**config.mk**
```make
export PLATFORM = sky130hd
export DESIGN_NAME = rc5_key_schedule_flat
export DESIGN_NICKNAME = d
export VERILOG_FILES = /design/src/rtl/rc5_pkg.sv /design/src/rtl/rc5_key_schedule_if.sv /design/src/rtl/rc5_rotl8.sv /design/src/rtl/rc5_key_schedule.sv /design/src/flat_wrapper.sv
export SDC_FILE = /design/constraint.sdc
export NUM_CORES = 1
export LEC_CHECK = 0
export CORE_MARGIN = 1.5
export CORE_UTILIZATION = 65
export DETAILED_ROUTE_END_ITERATION = 12
export GPL_TIMING_DRIVEN = 0
export PLACE_DENSITY = 0.87
export SETUP_SLACK_MARGIN = 0.02
export SYNTH_ARGS = -nofsm -noshare
export SYNTH_HDL_FRONTEND = slang
export SYNTH_SLANG_ARGS = --single-unit
export TNS_END_PERCENT = 10
```
**constraint.sdc**
```tcl
create_clock -name i_clk -period 11.71 [get_ports i_clk]
set_input_delay 1.7565 -clock i_clk [delete_from_list [all_inputs] [get_ports i_clk]]
set_output_delay 1.7565 -clock i_clk [all_outputs]
set_load 0.005 [all_outputs]
```
**src/rtl/rc5_pkg.sv**
```systemverilog
// Shared RC5 (w=8) constants, FSM state type and size helpers for the key
// schedule and the encrypt/decrypt datapath.
package rc5_pkg;

  localparam int W = 32'sd8;
  localparam logic [7:0] P8 = 8'hB7;
  localparam logic [7:0] Q8 = 8'h9F;

  typedef enum logic [2:0] {
    IDLE  = 3'd0,
    INIT  = 3'd1,
    MIX_A = 3'd2,
    MIX_B = 3'd3,
    DONE  = 3'd4
  } rc5_state_e;

  function automatic int rc5_t(input int rounds);
    return 32'sd2 * rounds + 32'sd2;
  endfunction

  function automatic int rc5_c(input int key_bytes);
    return (key_bytes < 32'sd1) ? 32'sd1 : key_bytes;
  endfunction

  function automatic int rc5_n(input int t, input int c);
    return 32'sd3 * ((t > c) ? t : c);
  endfunction

  // Index width that stays at least one bit for single-entry tables.
  function automatic int rc5_clog2(input int v);
    return (v <= 32'sd1) ? 32'sd1 : $clog2(v);
  endfunction

endpackage

```
**src/rtl/rc5_key_schedule_if.sv**
```systemverilog
// Start/key request, status flags and S-table read port of the key schedule.
interface rc5_key_schedule_if
  import rc5_pkg::*;
#(
  parameter int ROUNDS    = 2,
  parameter int KEY_BYTES = 4
);
  localparam int T  = rc5_t(ROUNDS);
  localparam int AW = rc5_clog2(T);

  logic                   start;
  logic [8*KEY_BYTES-1:0] key;
  logic                   busy;
  logic                   done;
  logic                   s_valid;
  logic [AW-1:0]          rd_addr;
  logic [7:0]             rd_data;

  modport master (output start, key, rd_addr, input busy, done, s_valid, rd_data);
  modport slave  (input start, key, rd_addr, output busy, done, s_valid, rd_data);

endinterface

```
**src/rtl/rc5_rotl8.sv**
```systemverilog
// 8-bit barrel rotate-left by a 3-bit amount; also used by the cipher datapath.
module rc5_rotl8 (
  input  logic [7:0] i_x,
  input  logic [2:0] i_n,
  output logic [7:0] o_y
);

  assign o_y = 8'(({i_x, i_x} << i_n) >> 4'd8);

endmodule

```
**src/rtl/rc5_key_schedule.sv**
```systemverilog
// RC5 w=8 key expansion: load L, magic-constant init of S, then 3*max(T,C)
// mixing steps split over MIX_A/MIX_B cycles; S is readable at all times.
module rc5_key_schedule
  import rc5_pkg::*;
#(
  parameter int ROUNDS    = 2,
  parameter int KEY_BYTES = 4
) (
  input logic i_clk,
  input logic i_rst_n,
  rc5_key_schedule_if.slave if_bus
);

  localparam int T  = rc5_t(ROUNDS);
  localparam int C  = rc5_c(KEY_BYTES);
  localparam int N  = rc5_n(T, C);
  localparam int IW = rc5_clog2(T);
  localparam int JW = rc5_clog2(C);
  localparam int SW = rc5_clog2(N);
  localparam logic [IW-1:0] I_LAST    = IW'(T - 1);
  localparam logic [JW-1:0] J_LAST    = JW'(C - 1);
  localparam logic [SW-1:0] STEP_LAST = SW'(N - 1);
  localparam logic [IW:0]   T_EXT     = (IW + 1)'(T);

  rc5_state_e    r_state;
  rc5_state_e    w_state_nx;
  logic [7:0]    r_s [0:T-1];
  logic [7:0]    r_l [0:C-1];
  logic [7:0]    r_a;
  logic [7:0]    r_b;
  logic [IW-1:0] r_i;
  logic [JW-1:0] r_j;
  logic [SW-1:0] r_step;
  logic          r_busy;
  logic          r_done;
  logic          r_s_valid;

  logic          w_accept;
  logic [7:0]    w_init;
  logic [7:0]    w_mix_a;
  logic [7:0]    w_mix_b;
  logic [2:0]    w_amt;

  assign w_accept = (r_state == IDLE) && if_bus.start;
  assign w_init   = (r_i == '0) ? P8 : (r_s[r_i - IW'(1)] + Q8);
  // MIX_B rotates by the A written in the preceding MIX_A cycle.
  assign w_amt    = 3'(r_a + r_b);

  rc5_rotl8 u_rotl_a (
    .i_x (r_s[r_i] + r_a + r_b),
    .i_n (3'd3),
    .o_y (w_mix_a)
  );

  rc5_rotl8 u_rotl_b (
    .i_x (r_l[r_j] + r_a + r_b),
    .i_n (w_amt),
    .o_y (w_mix_b)
  );

  // State register.
  always_ff @(posedge i_clk or negedge i_rst_n) begin
    if (!i_rst_n) begin
      r_state <= IDLE;
    end else begin
      r_state <= w_state_nx;
    end
  end

  // Next-state selection.
  always_comb begin
    w_state_nx = r_state;
    case (r_state)
      IDLE:    if (if_bus.start) w_state_nx = INIT; else w_state_nx = IDLE;
      INIT:    if (r_i == I_LAST) w_state_nx = MIX_A; else w_state_nx = INIT;
      MIX_A:   w_state_nx = MIX_B;
      MIX_B:   if (r_step == STEP_LAST) w_state_nx = DONE; else w_state_nx = MIX_A;
      DONE:    w_state_nx = IDLE;
      default: w_state_nx = IDLE;
    endcase
  end

  // Status flags, registered from the next state.
  always_ff @(posedge i_clk or negedge i_rst_n) begin
    if (!i_rst_n) begin
      r_busy    <= 1'b0;
      r_done    <= 1'b0;
      r_s_valid <= 1'b0;
    end else begin
      r_busy    <= (w_state_nx != IDLE);
      r_done    <= (w_state_nx == DONE);
      if (r_state == DONE) begin
        r_s_valid <= 1'b1;
      end else if (w_accept) begin
        r_s_valid <= 1'b0;
      end
    end
  end

  // Table, L words, A/B accumulators and the i/j/step counters.
  always_ff @(posedge i_clk or negedge i_rst_n) begin
    if (!i_rst_n) begin
      for (int k = 0; k < T; k++) r_s[k] <= 8'h00;
      for (int k = 0; k < C; k++) r_l[k] <= 8'h00;
      r_a    <= 8'h00;
      r_b    <= 8'h00;
      r_i    <= '0;
      r_j    <= '0;
      r_step <= '0;
    end else begin
      case (r_state)
        IDLE: begin
          if (if_bus.start) begin
            for (int k = 0; k < C; k++) r_l[k] <= if_bus.key[8*k +: 8];
            r_a    <= 8'h00;
            r_b    <= 8'h00;
            r_i    <= '0;
            r_j    <= '0;
            r_step <= '0;
          end
        end
        INIT: begin
          r_s[r_i] <= w_init;
          r_i      <= (r_i == I_LAST) ? '0 : r_i + IW'(1);
        end
        MIX_A: begin
          r_s[r_i] <= w_mix_a;
          r_a      <= w_mix_a;
        end
        MIX_B: begin
          r_l[r_j] <= w_mix_b;
          r_b      <= w_mix_b;
          r_i      <= (r_i == I_LAST) ? '0 : r_i + IW'(1);
          r_j      <= (r_j == J_LAST) ? '0 : r_j + JW'(1);
          r_step   <= r_step + SW'(1);
        end
        DONE: begin
          r_step <= '0;
        end
        default: begin
          r_step <= '0;
        end
      endcase
    end
  end

  assign if_bus.busy    = r_busy;
  assign if_bus.done    = r_done;
  assign if_bus.s_valid = r_s_valid;
  assign if_bus.rd_data = ({1'b0, if_bus.rd_addr} < T_EXT) ? r_s[if_bus.rd_addr] : 8'h00;

endmodule
```
**src/flat_wrapper.sv**
```systemverilog
// flat-port wrapper written by rule: the top's interface ports become plain ports
module rc5_key_schedule_flat import rc5_pkg::*;
#(
  parameter int ROUNDS    = 2,
  parameter int KEY_BYTES = 4
)
  (i_clk, i_rst_n, if_bus_start, if_bus_key, if_bus_rd_addr, if_bus_busy, if_bus_done, if_bus_s_valid, if_bus_rd_data);
  rc5_key_schedule_if #(.ROUNDS(ROUNDS), .KEY_BYTES(KEY_BYTES)) if_bus_i ();
  input logic i_clk;
  input logic i_rst_n;
  input wire logic [$bits(if_bus_i.start)-1:0] if_bus_start;
  input wire logic [$bits(if_bus_i.key)-1:0] if_bus_key;
  input wire logic [$bits(if_bus_i.rd_addr)-1:0] if_bus_rd_addr;
  output wire logic [$bits(if_bus_i.busy)-1:0] if_bus_busy;
  output wire logic [$bits(if_bus_i.done)-1:0] if_bus_done;
  output wire logic [$bits(if_bus_i.s_valid)-1:0] if_bus_s_valid;
  output wire logic [$bits(if_bus_i.rd_data)-1:0] if_bus_rd_data;
  assign if_bus_i.start = if_bus_start;
  assign if_bus_i.key = if_bus_key;
  assign if_bus_i.rd_addr = if_bus_rd_addr;
  assign if_bus_busy = if_bus_i.busy;
  assign if_bus_done = if_bus_i.done;
  assign if_bus_s_valid = if_bus_i.s_valid;
  assign if_bus_rd_data = if_bus_i.rd_data;
  rc5_key_schedule #(.ROUNDS(ROUNDS), .KEY_BYTES(KEY_BYTES)) u_core (.i_clk(i_clk), .i_rst_n(i_rst_n), .if_bus(if_bus_i));
endmodule
```
-- Word level (Yosys, flattened, before mapping)
Index checks and enable logic that the tools add are counted.
- bits in registers: 112
- input port bits: 38
- bits in read-only memories: 0
- memories kept: 0
- memory bits (writable): 0
- output and inout bits: 11
- latch bits: 0
- equal/unequal tests: 9
- $mul: 0
- reduce and logical (&&, ||, !) cells: 17
- muxes and demuxes: 41
- shifts and indexed selects: 1
- $lt $le $gt $ge: 7
- divide/modulo/power cells: 0
- add/subtract/negate cells: 10
- bitwise gates (word level): 5
- operator list (cell ; number):
    2-to-1 mux 8 bit ; 13
    bitwise mux 48 bit ; 2
    case mux 48 bit (2 select lines) ; 1
    binary-select mux 8 bit (select 3 bit) ; 3
    case mux 32 bit (2 select lines) ; 1
    adder 8 bit ; 4
    bitwise mux 32 bit ; 1
    2-to-1 mux 32 bit ; 1
    case mux 8 bit (2 select lines) ; 2
    demux 8 bit (select 3 bit) ; 1
    binary-select mux 8 bit (select 2 bit) ; 1
    demux 8 bit (select 2 bit) ; 1
    << shifter 16 x 3 -> 16 bit ; 1
    case mux 5 bit (3 select lines) ; 1
    >= comparator 4 bit (second input constant) ; 3
    NOT 3 -> 4 bit ; 3
    case mux 3 bit (4 select lines) ; 1
    nonzero test 2 bit ; 5
    equality test 3 bit (second input constant) ; 3
    2-to-1 mux 3 bit ; 3
    adder 8 bit (second input constant) ; 1
    AND reduction 2 bit ; 4
    equality test 3 x 2 -> 1 bit (second input constant) ; 2
    zero test 3 bit ; 2
    23 further kinds ; 30

-- Depth between registers and ports, before layout
Gate-level depths: netlist of run 1.
- depth in word-level cells: 9
- mapped depth: 16

-- By module
A second synthesis of run 1 with hierarchy kept.
- cell total of the unflattened synthesis: 756
- area total of the unflattened synthesis: 7847.5 um^2
- by module, submodules not included (module ; cells each ; area an instance (um^2) ; times used):
    rc5_key_schedule ; 718 ; 7194.4 ; 1
    rc5_rotl8 ; 19 ; 326.6 ; 2

-- Worst setup path after synthesis of run 1
OpenSTA, ideal clock, no wires.
- kind: input -> output
- start point: input port if_bus_rd_addr[0]
- end point: output port if_bus_rd_data[5]
- cell stages on the path: 5
- buffers on the path: 2
- setup slack: 6.903 ns
- data arrival time: 3.050 ns
- path through: clkbuf_1 clkbuf_1 mux4_2 inv_1 o22ai_1
- word-level cells in the longest chain between the ends: 5
- elaborated cells between the ends (all ways): 6
- those cells by class: order compare: 1; mux: 4; bitwise: 1
- RTL lines (what ; line ; source):
    start, declared ; flat_wrapper.sv:13 ; input wire logic [$bits(if_bus_i.rd_addr)-1:0] if_bus_rd_addr;
    NOT 3 -> 4 bit (implied by the code) ; rc5_key_schedule.sv:150 ; assign if_bus.rd_data = ({1'b0, if_bus.rd_addr} < T_EXT) ? r_s[if_bus.rd_addr] : 8'h00;
    binary-select mux 8 bit (select 3 bit) ; rc5_key_schedule.sv:150 ;
    2-to-1 mux 8 bit (implied by the code) (2 in a row) ; rc5_key_schedule.sv:150 ;
    2-to-1 mux 8 bit * ; rc5_key_schedule.sv:150 ;
    end, declared ; flat_wrapper.sv:17 ; output wire logic [$bits(if_bus_i.rd_data)-1:0] if_bus_rd_data;
Mark *: on every way between the ends. The rest lies on a longest branch, timed or not. The select of a mux whose other input is x is not followed.

-- Worst setup path in the final report of run 1
Same ends and word-level chain as after synthesis.

==> results of run 1 <==
-- final cells by class --
cell class,instances,area [sq um]
timing repair buffer,46,475
fill,722,2620
buffer,37,156
clock buffer,10,229
inverter,23,86.3
sequential,112,2800
tap,140,175
multi-input combinational,559,4370
clock inverter,6,61.3
-- worst paths after layout --
path,startpoint,end,cells past startpoint
worst max register to register,u_core.r_i[0],u_core.r_s[2],16
max in group asynchronous,i_rst_n,u_core.r_a[5],2
worst min-delay path,u_core.r_l[6],u_core.r_l[6],2
min in group asynchronous,i_rst_n,u_core.r_step[0],1
worst min register to register,u_core.r_l[6],u_core.r_l[6],2
worst max-delay path,if_bus_rd_addr[0],if_bus_rd_data[5],6
-- Yosys cell counts, drive strengths merged (5+ instances only) --
| cell type | count | share of area [%] |
|---|---|---|
| mux4 | 29 | 8.8 |
| mux2 | 25 | 3.8 |
| fa | 17 | 4.6 |
| nand3 | 16 | 1.1 |
| xnor2 | 16 | 1.9 |
| o21ai | 85 | 5.7 |
| a21oi | 30 | 2.1 |
| a211oi | 5 | 0.51 |
| a22o | 9 | 1.1 |
| nor2 | 49 | 2.5 |
| clkbuf | 25 | 1.3 |
| nand2b | 13 | 1.1 |
| dfrtp | 112 | 38 |
| nor3 | 14 | 1.0 |
| nor3b | 5 | 0.51 |
| a22oi | 28 | 2.9 |
| o22ai | 11 | 1.0 |
| nand2 | 76 | 3.8 |
| ha | 25 | 4.2 |
| or3 | 5 | 0.42 |
| a21o | 6 | 0.61 |
| inv | 21 | 1.1 |
| buf | 12 | 0.84 |
| xor2 | 6 | 0.71 |
| a222oi | 8 | 1.1 |
| mux2i | 27 | 3.6 |
-- placed cells by master (no fill, tap or decap), drive strengths merged, types with 4 or more instances in the layout --
cell type / n
a31oi: 4
clkinv: 4
a21oi: 30
dfrtp: 112
or3: 5
mux4: 29
mux2: 25
nand4: 4
o31ai: 4
nor3: 14
o41ai: 4
nand3: 16
a22o: 9
a211oi: 5
xnor2: 16
nor2: 49
inv: 24
a21o: 6
mux2i: 27
nand2b: 13
o22ai: 11
buf: 14
a222oi: 8
nor3b: 5
a22oi: 28
clkdlybuf4s50: 44
xor2: 6
nand2: 76
o21ai: 85
fa: 17
ha: 25
clkbuf: 35
nor2b: 4
-- flip-flops by register name, indices dropped and copies added, names as in the netlist --
name / count
u_core.r_l: 32
u_core.r_j: 2
u_core.r_a: 8
u_core.r_step: 5
u_core.r_b: 8
u_core.r_i: 3
u_core.if_bus.s_valid: 1
u_core.if_bus.done: 1
u_core.r_state: 3
u_core.r_s: 48
u_core.if_bus.busy: 1
-- cells by family (layout without fill, tap and decap cells) --
family / after synthesis / count (layout) / synth area share, %
muxes: 81 / 81 / 16.2
buffers and inverters: 60 / 122 / 3.27
xor gates and xnor gates: 22 / 22 / 2.60
DFF: 112 / 112 / 37.8
and+or+nand+nor: 199 / 199 / 12.3
adders and majority gates: 42 / 42 / 8.80
AOI/OAI and AO/OA: 215 / 215 / 19.0
-- stage by stage --
step                      std cells  hold WS [ns]  util (%)  instance area (sq um)
after global placement          916         0.482      73.2                   8040
final                           933         0.512      76.1                   8360
after global routing            933         0.537      76.1                   8360
after detailed placement        917         0.493      73.5                   8070
after CTS                       933         0.515      76.1                   8360
after floorplan                 731         0.468         -                   7420
-- critical path, stage by stage --
cell,delay (ns)
sky130_fd_sc_hd__clkbuf_1,0.51
sky130_fd_sc_hd__clkbuf_1,0.70
sky130_fd_sc_hd__mux4_2,0.34
sky130_fd_sc_hd__inv_1,0.04
sky130_fd_sc_hd__o22ai_1,0.23
sky130_fd_sc_hd__clkdlybuf4s50_1,0.55
-- routing by layer --
| metal | GRT usage, % | up-vias | part of all wire, % |
|---|---|---|---|
| met5 | 0 | - | 0 |
| li1 | - | 2836 | - |
| met2 | 57.9 | 459 | 45 |
| met3 | 9.60 | 55 | 11 |
| met1 | 55.2 | 3321 | 41 |
| met4 | 12.9 | 0 | 2.3 |
==> flow_results.org, run 1 <==
** Die
- Top-level I/O count :: between 40 and 50
- Measured along the y axis, the die boundary spans about 110 um.
- The die is between 100 and 150 um wide.
- Starting utilization of the core area :: a little under 70%
- Cell Rows :: 38
- Core area :: between 10000 and 15000 sq um
- The die covers ~12000 sq um.

** CTS
- TritonCTS built the clock tree.
- The tree is rooted in a sky130_fd_sc_hd__clkbuf_16.
- Gates resized during post-CTS repair numbered 0.
- Post-CTS timing repair inserted 0 buffers for setup.
- Total number of clock tree sinks :: between 100 and 150
- The number of clock buffers added by TritonCTS is 9.
- Clock network latency to the later pin of the worst-skew pair :: ~0.37 ns
- Max H-tree Level :: 3
- Count of hold-fix buffers inserted at cts :: 0
- Clock-pin transition on the worst setup and hold timing paths :: roughly 0.08 ns
- Maximum number of buffers from clock root to sink :: 2

** Detailed routing
- The pre-antenna-repair detailed-routing pass consisted of 7 iterations.
- Dividing the detail-routed wire length by the instance count gives approximately 24 um.
- Across all layers, the routed design uses 6671 vias.
- DR vias/cell :: just over 7
- Routed WL :: around 22 mm
- Violation count after the first detailed-routing iteration :: between 900 and 1000
- In this run the remaining antenna-violating nets after routing total 0.
- Number of DRC violations after detailed routing :: 0

** Synth
- The synthesized netlist occupies a cell area of between 7000 and 8000 sq um.
- Number of enable-type register cells in the synthesized netlist :: 0
- After technology mapping, the gate count stands at roughly 730.
- For this run, the leading register cell type out of synthesis is sky130_fd_sc_hd__dfrtp_1.
- The synthesized design contains approximately 110 register bits.
- Average cell area after synthesis :: a little over 10 sq um
- After synthesis, the share of flip-flops with an asynchronous set or reset is 100%.
- Post-synthesis sequential area ratio :: approximately 38%
- Number of warning messages in the yosys log :: 0
- When the netlist entered floorplanning its net count stood at around 810.
- The number of different library cells used by synthesis comes to slightly above 60.

** Placement
- At the end of routability-driven placement, the weighted congestion stood at slightly below 1.
- Number of buffers added on ports :: between 40 and 50
- Prior to clock tree synthesis, the placed netlist has a worst setup slack of a little under 6 ns.
- The wire-length estimate of the detail-placed layout is 16.4 mm.

** Global routing
- The number of antenna violations at the first check in global routing came to 0.
- The via count of the first global-routing pass is around 6300.
- After global routing the overflow that remains totals 0.
- Total routing resource utilization after global routing :: 38.7%
- Entering global routing, the biggest net connects 63 pins.
- Wire length of the first global-routing pass :: around 34 mm

** Worst setup path
- Of all nets on the critical path, the largest fanout is 10.
- Data on the critical path is required at its endpoint by 9.95 ns.
- Crit Path Class :: input pin to primary output
- Setup slack on the worst reg-to-reg path comes out at around 6.7 ns.
- Type of element launching the critical path :: input pin
- The worst setup path is captured at a primary output.
- Arrival time reported for the critical path endpoint :: 4.14 ns

** Layout
- For this run, the post-layout net count is 868.
- The repair_antennas step left the layout with diodes totalling 0.
- Signed area change from the synthesized netlist to the final layout :: 12.7%
- Of the cells placed in the final design, the portion with a size suffix greater than 1 is between 10 and 15%.

** STA
- Setup TNS Final :: 0 ns
- Headroom to the max-slew limit came out at just over 30%.
- Worst-case clock skew :: 0.0128 ns
- Post-layout min period :: slightly below 6 ns
- Ratio of final minimum period to clock period :: 50.4%
- Final setup viols :: 0
- Once routing completed, OpenROAD measured the worst setup slack at between 5 and 6 ns.
- Highest achievable clock rate :: around 0.17 GHz
- At the pin with the least slew margin, the transition time is 1.04 ns.
- Number of max-slew violations in the final report :: 0
- The final-report hold violation count was 0.
- Setup repair after global routing left no endpoint under its margin.

** Run status
- Outcome :: finished clean

** Job
- Maximum Capacitance Violations :: 0

** Min path
- Worst min-delay path class :: flop to flop
Power of run 1 is not shown: default switching activity piles up to over one toggle a cycle in this logic, so the estimate is an artifact.
==> run 2: changes to the inputs <==
--- a/config.mk
+++ b/config.mk
@@ -6,10 +6,10 @@
 export NUM_CORES = 1
 export LEC_CHECK = 0
 export CORE_MARGIN = 1.5
-export CORE_UTILIZATION = 65
+export CORE_UTILIZATION = 60
 export DETAILED_ROUTE_END_ITERATION = 12
 export GPL_TIMING_DRIVEN = 0
-export PLACE_DENSITY = 0.87
+export PLACE_DENSITY = 0.81
 export SETUP_SLACK_MARGIN = 0.02
 export SYNTH_ARGS = -nofsm -noshare
 export SYNTH_HDL_FRONTEND = slang
==> constraint.sdc (replaced) <==
create_clock -name i_clk -period 5.5 [get_ports i_clk]
set_input_delay 0.825 -clock i_clk [delete_from_list [all_inputs] [get_ports i_clk]]
set_output_delay 0.825 -clock i_clk [all_outputs]
set_load 0.005 [all_outputs]
==> flow_results.org, run 2 (synthesized netlist as in run 1, its figures left out) <==
** Die
- Width of the die :: roughly 110 um
- Area enclosed by the die boundary :: approximately 13000 sq um
- In this run the count of I/O pins placed on the die edge is between 40 and 50.
- Starting utilization of the core area :: between 60% and 70%
- Cell Rows :: 40
- The floorplan step defined a core boundary enclosing 12000 sq um.
- Die Span Y :: roughly 110 um

** Placement
- Post-placement worst setup slack :: about 0.63 ns
- Total half-perimeter wirelength after legalization and detailed placement :: 16.3 mm
- The number of placed instances, taps included, is between 900 and 1000.
- Post-DP Area :: ~8000 sq um
- Gpl congestion :: 1.01
- Buffers placed on the I/O ports in this run total 45.

** Global routing
- The first global-routing pass estimated ~34 mm of wire.
- Met1 Usage GRT :: between 50 and 60%
- The layer flagged by global routing as most heavily used is met2.
- For this run the aggregate overflow at the end of global routing stands at 0.
- The via count of the first global-routing pass was approximately 6300.
- GRT met2 Usage :: 53.7%
- The number of antenna violations at the first check in global routing is 0.
- Total routing resource utilization after global routing :: between 30% and 40%
- Global routing used 7.46% of the available met3 tracks.
- Entering global routing, the biggest net connects approximately 70 pins.

** Detailed routing
- Total vias in the final route :: about 6500
- Routed WL :: approximately 22 mm
- Number of DRC violations after detailed routing :: 0
- Number of iterations in the first detailed-routing pass :: 6
- Average wire per cell in the routed design :: ~23 um
- DR vias/cell :: 6.88
- In this run the remaining antenna-violating nets after routing total 0.
- The first routing iteration left about 750 violations.

** Worst setup path
- CP Buf/Inv Count :: 2
- Among cell families on the critical path, the largest total delay comes from compound AO/OA/AOI/OAI gates.
- Launch point of the critical path :: u_core.r_j[0]
- Crit-path slowest cell :: sky130_fd_sc_hd__mux4_2
- The worst setup path is captured at a flop.
- Critical path's largest stage delay :: ~0.67 ns
- The worst register-to-register path has a depth of 13.
- By startpoint and endpoint, the worst setup path is classified as flop to flop.
- STA puts the critical path data arrival time at just over 5 ns.
- The worst register-to-register path begins at u_core.r_j[0].
- At the worst endpoint, the required time is between 5 and 6 ns.
- Worst-path maximum fanout :: 10
- Worst-path cell chain :: buf_1 -> mux4_2 -> fa_1 -> ha_1 -> inv_1 -> fa_1 -> nor2b_1 -> o21a_1 -> mux2_2 -> o21ai_0 -> a21oi_1 -> a31oi_1 -> o21ai_0
- The worst setup path is launched from a flop.
- Number of logic stages on the critical path including buffering :: 13

** STA
- In the finished design, the share of the clock period the worst path needs comes to between 80% and 90%.
- Slew headroom :: 28.0%
- Highest achievable clock rate :: around 0.20 GHz
- Across the routed clock network, the largest skew measured is 0.0104 ns.
- Final hold violation count :: 0
- Worst Max-Slew Pin Slew :: 1.07 ns
- Post-layout min period :: just under 5 ns
- Final setup viols :: 0
- Number of max-slew violations in the final report :: 0
- Smallest setup slack after layout :: about 0.6 ns
- Setup repair after global routing left no endpoint under its margin.

** CTS
- Clock network latency to the later pin of the worst-skew pair :: roughly 0.38 ns
- Post-CTS Repair Setup Buffers :: 0
- The number of gates resized after CTS was 0.
- CTS built an H-tree with a depth of 3.
- TritonCTS created 9 clock buffers.
- In this run the deepest clock path goes through 2 buffers.
- In this run, post-CTS hold repair placed 0 buffers.
- The clock drives 112 sinks.
- Library cell used as clock root buffer :: sky130_fd_sc_hd__clkbuf_16
- Clock-pin transition on the worst setup and hold timing paths :: around 0.080 ns
- CTS tree :: yes

** Min path
- The tightest min-delay check is of the input pin to async pin type.

** Layout
- The layout has around 900 filler cells.
- Non-filler cells, final :: 940
- Antenna diodes :: 0
- Of the cells placed in the final design, the portion with a size suffix greater than 1 is a little under an eighth.
- Footprint of the flip-flops and latches :: approximately 2800 sq um
- The top cell types in the final layout, fill and taps aside, are 112 x sky130_fd_sc_hd__dfrtp_1, 80 x sky130_fd_sc_hd__o21ai_0, 76 x sky130_fd_sc_hd__nand2_1, 49 x sky130_fd_sc_hd__nor2_1, 44 x sky130_fd_sc_hd__clkdlybuf4s50_1.
- The register with the most flip-flops in the layout has 48 of them.
- The net count of the finished layout is 868.
- Commonest non-fill, non-tap cell in the layout :: sky130_fd_sc_hd__dfrtp_1
- Register bank with the most flops :: u_core.r_s
- From synthesis to final layout, the design area changed by 13.1%.
- Summed area of non-filler cells in the final layout :: about 8400 sq um
- Area used by multi-input combinational logic :: around 4400 sq um
- The largest registers in the layout are u_core.r_s x48, u_core.r_l x32.

** Run status
- The run finished with clean final reports.

** Job
- Maximum Capacitance Violations :: 0
run 2: layer usage:
layer	up-vias	part of all wire [%]	wire length (um)
met1	3232	43	9300
li1	2842	-	-
met4	0	2.1	449
met2	342	46	9910
met3	49	9.6	2080
met5	-	0	0
run 2: layout make-up:
cell class / instances / share of cell area, %
timing repair buffer: 46 / 5.67
clock buffer: 9 / 2.68
multi-input combinational: 559 / 52.1
tap: 147 / 2.19
sequential: 112 / 33.4
clock inverter: 7 / 1.04
inverter: 23 / 1.03
buffer: 37 / 1.86
run 2: per-stage QoR:
step | setup TNS (ns) | hold WS, ns | util (%)
final | 0 | 0.455 | 69.9
after global routing | 0 | 0.510 | 69.9
after CTS | 0 | 0.481 | 69.9
after detailed placement | 0 | 0.492 | 67.3
after global placement | -55.07 | 0.481 | 67.0
after floorplan | 0 | 0.468 | -
run 2: final timing paths:
path,end,slack (ns)
hold / removal,u_core.r_step[1],0.45
hold reg to reg,u_core.r_l[14],0.51
setup / recovery,u_core.r_l[26],0.60
min in group i_clk,u_core.r_l[14],0.51
setup reg to reg,u_core.r_l[26],0.60
max in group asynchronous,u_core.r_s[29],4.30
run 2: worst register-to-register path, cell delays in order, from the launching register on:
cell                      delay, ns
sky130_fd_sc_hd__dfrtp_1       0.45
sky130_fd_sc_hd__buf_1         0.60
sky130_fd_sc_hd__mux4_2        0.67
sky130_fd_sc_hd__fa_1          0.57
sky130_fd_sc_hd__ha_1          0.20
sky130_fd_sc_hd__inv_1         0.07
sky130_fd_sc_hd__fa_1          0.41
sky130_fd_sc_hd__nor2b_1       0.13
sky130_fd_sc_hd__o21a_1        0.19
sky130_fd_sc_hd__mux2_2        0.36
sky130_fd_sc_hd__o21ai_0       0.28
sky130_fd_sc_hd__a21oi_1       0.11
sky130_fd_sc_hd__a31oi_1       0.50
sky130_fd_sc_hd__o21ai_0       0.22
Power of run 2 is left out for the same reason.
==> run 3: changes to the inputs <==
--- a/config.mk
+++ b/config.mk
@@ -9,6 +9,7 @@
 export CORE_UTILIZATION = 60
 export DETAILED_ROUTE_END_ITERATION = 12
 export GPL_TIMING_DRIVEN = 0
+export HOLD_SLACK_MARGIN = 0.15
 export PLACE_DENSITY = 0.81
 export SETUP_SLACK_MARGIN = 0.02
 export SYNTH_ARGS = -nofsm -noshare
==> results of run 3 <==
The final DEF is identical to that of run 2; final timing and power are the same.
Power of run 3 is left out for the same reason.
